**src/rtl/onehot_encoder.sv**
```systemverilog
// onehot_encoder
//   Serializes a one-hot / multi-hot request vector into a stream of binary
//   indices, lowest set bit first, one index per output handshake.
//
//   Optional build macro: ONEHOT_ENCODER_STRICT_EN
//     defined   -> vectors with more than one set bit are rejected (err pulse)
//     undefined -> multi-hot vectors are serialized bit by bit
//
//   Ports
//     clk        rising-edge clock
//     rst_n      asynchronous active-low reset
//     in_valid   din is valid
//     in_ready   block can accept din
//     din        request vector, bit k means register k
//     out_valid  dout is valid
//     out_ready  consumer accepts dout
//     dout       binary index of the lowest pending bit
//     out_last   dout is the final index of the current vector
//     err        one-cycle pulse after an accepted vector was rejected
//
//   state | meaning
//   IDLE  | no pending bits, waiting for a vector
//   BUSY  | pending holds at least one bit, presenting its lowest index
module onehot_encoder #(
    parameter int N    = 32,
    parameter int IDXW = 5
) (
    input  logic            clk,
    input  logic            rst_n,
    input  logic            in_valid,
    output logic            in_ready,
    input  logic [N-1:0]    din,
    output logic            out_valid,
    input  logic            out_ready,
    output logic [IDXW-1:0] dout,
    output logic            out_last,
    output logic            err
);

    typedef enum logic {IDLE = 1'b0, BUSY = 1'b1} state_t;

    localparam logic [N-1:0] ONE = {{(N-1){1'b0}}, 1'b1};

    state_t          state, state_nxt;
    logic [N-1:0]    pending, pending_nxt;
    logic            err_nxt;
    logic [IDXW-1:0] low_idx;
    logic            pend_single;
    logic            out_hs;
    logic            accept;
    logic            din_bad;

    // Lowest set bit wins: scan from the top so the last hit is the lowest.
    always_comb begin
        low_idx = '0;
        for (int i = N - 1; i >= 0; i--) begin
            if (pending[i]) begin
                low_idx = IDXW'(i);
            end
        end
    end

    assign pend_single = (pending != '0) && ((pending & (pending - ONE)) == '0);

    assign out_valid = (state == BUSY);
    assign dout      = out_valid ? low_idx : '0;
    assign out_last  = out_valid & pend_single;
    assign out_hs    = out_valid & out_ready;

    // rst_n gates in_ready so it reads 0 throughout reset, independent of clk.
    assign in_ready = rst_n & ((state == IDLE) | (out_hs & out_last));
    assign accept   = in_valid & in_ready;

`ifdef ONEHOT_ENCODER_STRICT_EN
    assign din_bad = (din == '0) || ((din & (din - ONE)) != '0);
`else
    assign din_bad = (din == '0);
`endif

    always_comb begin
        state_nxt   = state;
        pending_nxt = pending;
        err_nxt     = 1'b0;
        if (out_hs) begin
            // Clear the bit just delivered (lowest set bit).
            pending_nxt = pending & (pending - ONE);
            if (out_last) begin
                state_nxt = IDLE;
            end
        end
        if (accept) begin
            if (din_bad) begin
                err_nxt = 1'b1;
            end else begin
                pending_nxt = din;
                state_nxt   = BUSY;
            end
        end
    end

    always_ff @(posedge clk or negedge rst_n) begin
        if (!rst_n) begin
            state   <= IDLE;
            pending <= '0;
            err     <= 1'b0;
        end else begin
            state   <= state_nxt;
            pending <= pending_nxt;
            err     <= err_nxt;
        end
    end

endmodule

```
**config.mk**
```make
export PLATFORM = sky130hd
export DESIGN_NAME = onehot_encoder
export DESIGN_NICKNAME = d
export VERILOG_FILES = /design/src/rtl/onehot_encoder.sv
export SDC_FILE = /design/constraint.sdc
export NUM_CORES = 1
export LEC_CHECK = 0
export ABC_AREA = 1
export CAP_MARGIN = 10
export CORE_MARGIN = 2
export CORE_UTILIZATION = 45
export CTS_CLUSTER_DIAMETER = 80
export DETAILED_ROUTE_END_ITERATION = 6
export PLACE_DENSITY_LB_ADDON = 0.15
export RECOVER_POWER = 25
export SLEW_MARGIN = 40
export SYNTH_ARGS = -nofsm -noshare
export SYNTH_HDL_FRONTEND = slang
export SYNTH_SLANG_ARGS = --single-unit
```
**constraint.sdc**
```tcl
create_clock -name clk -period 7.23 [get_ports clk]
set_clock_uncertainty 0.15 [all_clocks]
set_input_delay 0.723 -clock clk [delete_from_list [all_inputs] [get_ports clk]]
set_output_delay 0.723 -clock clk [all_outputs]
set_load 0.005 [all_outputs]
```
==> impl_results.html <==
<table>
<tr><th>Metric</th><th>Value</th></tr>
<tr><th colspan="2">Logic synthesis</th></tr>
<tr><td>Top area cells in the synthesized netlist</td><td>sky130_fd_sc_hd__dfrtp_1 (33%), sky130_fd_sc_hd__nand2_1 (12%), sky130_fd_sc_hd__o21ai_2 (9.3%)</td></tr>
<tr><td>Leading register cell type out of synthesis</td><td>sky130_fd_sc_hd__dfrtp_1</td></tr>
<tr><td>Sequential-to-total area share from yosys stat</td><td>between 30 and 40%</td></tr>
<tr><td>Nets in the synthesized netlist</td><td>384</td></tr>
<tr><td>Fraction of registers with async set or reset after synthesis</td><td>100%</td></tr>
<tr><td>Yosys reg bits</td><td>34</td></tr>
<tr><td>Average footprint of a synthesized cell</td><td>7.33 um^2</td></tr>
<tr><td>Area share of the largest cell type after synthesis</td><td>roughly 33%</td></tr>
<tr><td>Number of flops mapped to enable cells by yosys</td><td>0</td></tr>
<tr><td>Cells after Synth</td><td>348</td></tr>
<tr><td>Ranking of synthesized cells by instance count</td><td>sky130_fd_sc_hd__nand2_1 (82), sky130_fd_sc_hd__inv_1 (41), sky130_fd_sc_hd__dfrtp_1 (34)</td></tr>
<tr><td>Cell with the most instances after synthesis</td><td>sky130_fd_sc_hd__nand2_1</td></tr>
<tr><td>Synth Cell Area</td><td>2550 um^2</td></tr>
<tr><td>Total of warnings raised by yosys</td><td>0</td></tr>
<tr><td>Number of different library cells in the post-synthesis netlist</td><td>36</td></tr>
<tr><td>Cell taking the most area after synthesis</td><td>sky130_fd_sc_hd__dfrtp_1</td></tr>
<tr><th colspan="2">Power</th></tr>
<tr><td>Power per cell area</td><td>between 300 and 400 nW/um^2</td></tr>
<tr><td>Final Total Pwr</td><td>0.000967 W</td></tr>
<tr><td>Leakage dissipation</td><td>roughly 1.3 nW</td></tr>
<tr><td>Worst IR Drop VDD</td><td>0.163 mV</td></tr>
<tr><th colspan="2">Route</th></tr>
<tr><td>Wire per inst</td><td>roughly 13 um</td></tr>
<tr><td>Number of detailed-route iterations in the first pass</td><td>4</td></tr>
<tr><td>Detailed Route Iter0 Violations</td><td>between 100 and 150</td></tr>
<tr><td>Vias</td><td>2357</td></tr>
<tr><td>Aggregate routed wire length</td><td>between 6000 and 7000 um</td></tr>
<tr><td>Antenna Violating Nets Remaining</td><td>0</td></tr>
<tr><td>Vias per Instance</td><td>5.08</td></tr>
<tr><td>Remaining routing DRC violations</td><td>0</td></tr>
<tr><th colspan="2">Critical path</th></tr>
<tr><td>Slowest CP cell</td><td>sky130_fd_sc_hd__clkdlybuf4s50_1</td></tr>
<tr><td>Crit-path cells</td><td>nor2_2, nand2_1, nor2_1, nand2_4, nor2_1, inv_2, nor2_2, nor2_1, a2111oi_1, nand4_1, nand2b_4, nand2_4, and2_1, clkdlybuf4s50_1</td></tr>
<tr><td>Critical setup path kind</td><td>reg -&gt; out</td></tr>
<tr><td>Kind of end point of the critical path</td><td>output port</td></tr>
<tr><td>Cell occurring most often along the worst timing path</td><td>sky130_fd_sc_hd__nor2_1</td></tr>
<tr><td>Arrival time at the worst endpoint</td><td>between 3000 and 4000 ps</td></tr>
<tr><td>Biggest cell delay along the critical path</td><td>roughly 510 ps</td></tr>
<tr><td>Required time at the endpoint of the critical path</td><td>6360 ps</td></tr>
<tr><td>Crit start category</td><td>flop</td></tr>
<tr><td>Top fanout value on the critical path</td><td>4</td></tr>
<tr><td>Worst path buffer plus inverter count</td><td>2</td></tr>
<tr><td>Dominant delay contributor by cell family on the critical path</td><td>simple AND/OR/NAND/NOR gates</td></tr>
<tr><th colspan="2">Cells and area</th></tr>
<tr><td>Fraction of layout cells with a size suffix above 1</td><td>roughly 20%</td></tr>
<tr><td>Final core utilization</td><td>a little under three fifths</td></tr>
<tr><td>Final-stage net count</td><td>about 430</td></tr>
<tr><td>Area growth from synthesis to final layout</td><td>21.9%</td></tr>
<tr><td>Antenna fix cells</td><td>0</td></tr>
<tr><th colspan="2">STA</th></tr>
<tr><td>Final critical-path share of the clock period</td><td>a little under three fifths</td></tr>
<tr><td>Setup TNS Final</td><td>0 ps</td></tr>
<tr><td>Unrepaired setup endpoints after global routing</td><td>false</td></tr>
<tr><td>Final Max Slew Viols</td><td>37</td></tr>
<tr><td>Hold violation total from the final report</td><td>0</td></tr>
<tr><td>Setup-violating endpoint count in the final report</td><td>0</td></tr>
<tr><td>Highest attainable clock frequency</td><td>0.242 GHz</td></tr>
<tr><td>Measured slew at the worst slew-check pin</td><td>1990 ps</td></tr>
<tr><td>Final hold slack</td><td>slightly above 400 ps</td></tr>
<tr><td>Time the worst path needs with I/O delays and setup</td><td>4130 ps</td></tr>
<tr><td>Worst max-slew margin expressed relative to the limit</td><td>-32.8%</td></tr>
<tr><th colspan="2">Floorplan</th></tr>
<tr><td>Die footprint</td><td>~6300 um^2</td></tr>
<tr><td>Core area</td><td>5510 um^2</td></tr>
<tr><td>Floorplan die height</td><td>79.3 um</td></tr>
<tr><td>Count of boundary I/O pins</td><td>45</td></tr>
<tr><td>Die span in x</td><td>~80 um</td></tr>
<tr><td># rows</td><td>27</td></tr>
<tr><td>Initial cell density of the core</td><td>46.4%</td></tr>
<tr><th colspan="2">Global routing</th></tr>
<tr><td>Total congestion overflow after global routing</td><td>0</td></tr>
<tr><td>Largest net degree at the start of global routing</td><td>37</td></tr>
<tr><td>Overall routing resource usage</td><td>20.8%</td></tr>
<tr><td>Wire length of the first global-routing pass</td><td>~10000 um</td></tr>
<tr><td>Number of global-route vias before repair</td><td>about 2300</td></tr>
<tr><td>Number of antenna violations at the first check in global routing</td><td>0</td></tr>
<tr><th colspan="2">CTS</th></tr>
<tr><td>Clock Tree Root</td><td>sky130_fd_sc_hd__clkbuf_8</td></tr>
<tr><td>CTS H-tree depth</td><td>2</td></tr>
<tr><td>Number of clock sinks seen by CTS</td><td>34</td></tr>
<tr><td>Number of clock buffers inserted by TritonCTS</td><td>5</td></tr>
<tr><td>Quantity of hold-fixing buffers added after cts</td><td>0</td></tr>
<tr><td>Clock-pin slew of the registers on the worst-case setup and hold paths</td><td>approximately 60 ps</td></tr>
<tr><td>Skew-Pair Late Insertion Delay</td><td>roughly 280 ps</td></tr>
<tr><td>Post-CTS setup buffer count</td><td>0</td></tr>
<tr><td>Cts repair resizes</td><td>0</td></tr>
<tr><td>Max Root-Sink Buffers</td><td>2</td></tr>
<tr><td>Clock tree from TritonCTS</td><td>built</td></tr>
<tr><th colspan="2">Placed design</th></tr>
<tr><td>Final weighted congestion in routability-driven placement</td><td>about 0.85</td></tr>
<tr><td>Count of buffers inserted at the top-level ports</td><td>44</td></tr>
<tr><td>Post-DP HPWL</td><td>~4700 um</td></tr>
<tr><th colspan="2">Min path</th></tr>
<tr><td>Class of the tightest hold or removal check</td><td>reg -&gt; reg</td></tr>
<tr><th colspan="2">Run status</th></tr>
<tr><td>Violations in the final reports</td><td>max-capacitance violations, max-slew violations</td></tr>
<tr><td>Status</td><td>complete, but fails checks</td></tr>
<tr><th colspan="2">Flow run</th></tr>
<tr><td>Number of violations of the max-capacitance limit</td><td>1</td></tr>
</table>
-- layout make-up --
type	instances	area, um^2
Inverter	47	179
Sequential cell	34	851
Clock buffer	6	82.6
Tap cell	72	90.1
Timing Repair Buffer	47	467
Fill cell	553	2390
Multi-Input combinational cell	258	1440
-- layout by cell type, fill, tap and decap left out, drive strengths merged, types with 6 or more instances in the layout --
master / instances
a21oi: 15
clkbuf: 7
clkdlybuf4s50: 43
dfrtp: 34
inv: 45
nand2: 100
nand3: 6
nor2: 40
nor4: 9
o21ai: 62
o31ai: 6
-- layer usage --
metal	track usage, %	routed length (um)
met1	28.2	3040
met2	34.6	2780
met3	3.52	205
met4	5.17	80
met5	0	0
-- per-stage QoR --
step | worst slack, ps | cells | cell area (um^2)
floorplan | 4240 | 348 | 2550
global placement | 3340 | 457 | 3010
detailed placement | 3410 | 458 | 3030
CTS | 3070 | 464 | 3120
global route | 2850 | 464 | 3110
finish | 3100 | 464 | 3110
-- final timing paths --
path / slack, ps / cells past startpoint / from / endpoint
max: 3100 / 14 / pending[9] / in_ready
min: 420 / 2 / pending[7] / pending[7]
max reg2reg: 3600 / 17 / pending[9] / pending[14]
min reg2reg: 420 / 2 / pending[7] / pending[7]
max in group asynchronous: 4830 / 2 / rst_n / pending[4]
min in group asynchronous: 940 / 2 / rst_n / pending[21]
-- tightest hold or removal path: cells and delay by family (launching register included) --
| kind | cells | cell delay, ps |
|---|---|---|
| flops | 1 | 370 |
| compound gates | 2 | 150 |
-- registers in the layout, indices dropped and copies added, names as in the netlist --
name	flops
pending	32
err	1
out_valid	1
-- cell families (layout without fill, tap and decap cells) --
logic type | Yosys count | count (layout) | share of synthesized area, %
AND/OR/NAND/NOR | 166 | 166 | 32.1
flip-flops | 34 | 34 | 33.3
adder cells (fa/ha/maj) | 1 | 1 | 0.441
AO/OA/AOI/OAI | 91 | 91 | 23.9
buffers and inverters | 56 | 100 | 10.2
-- power by group --
| part | switching [W] | leakage [nW] | total (W) | internal [W] |
|---|---|---|---|---|
| sequential | 0.0000667 | 0.423 | 0.000312 | 0.000245 |
| clock | 0.0000643 | 0.0431 | 0.000138 | 0.0000734 |
| combinational | 0.000302 | 0.877 | 0.000518 | 0.000216 |
| total | 0.000433 | 1.34 | 0.000967 | 0.000534 |
No activity file was read; power rests on OpenSTA's default activity.
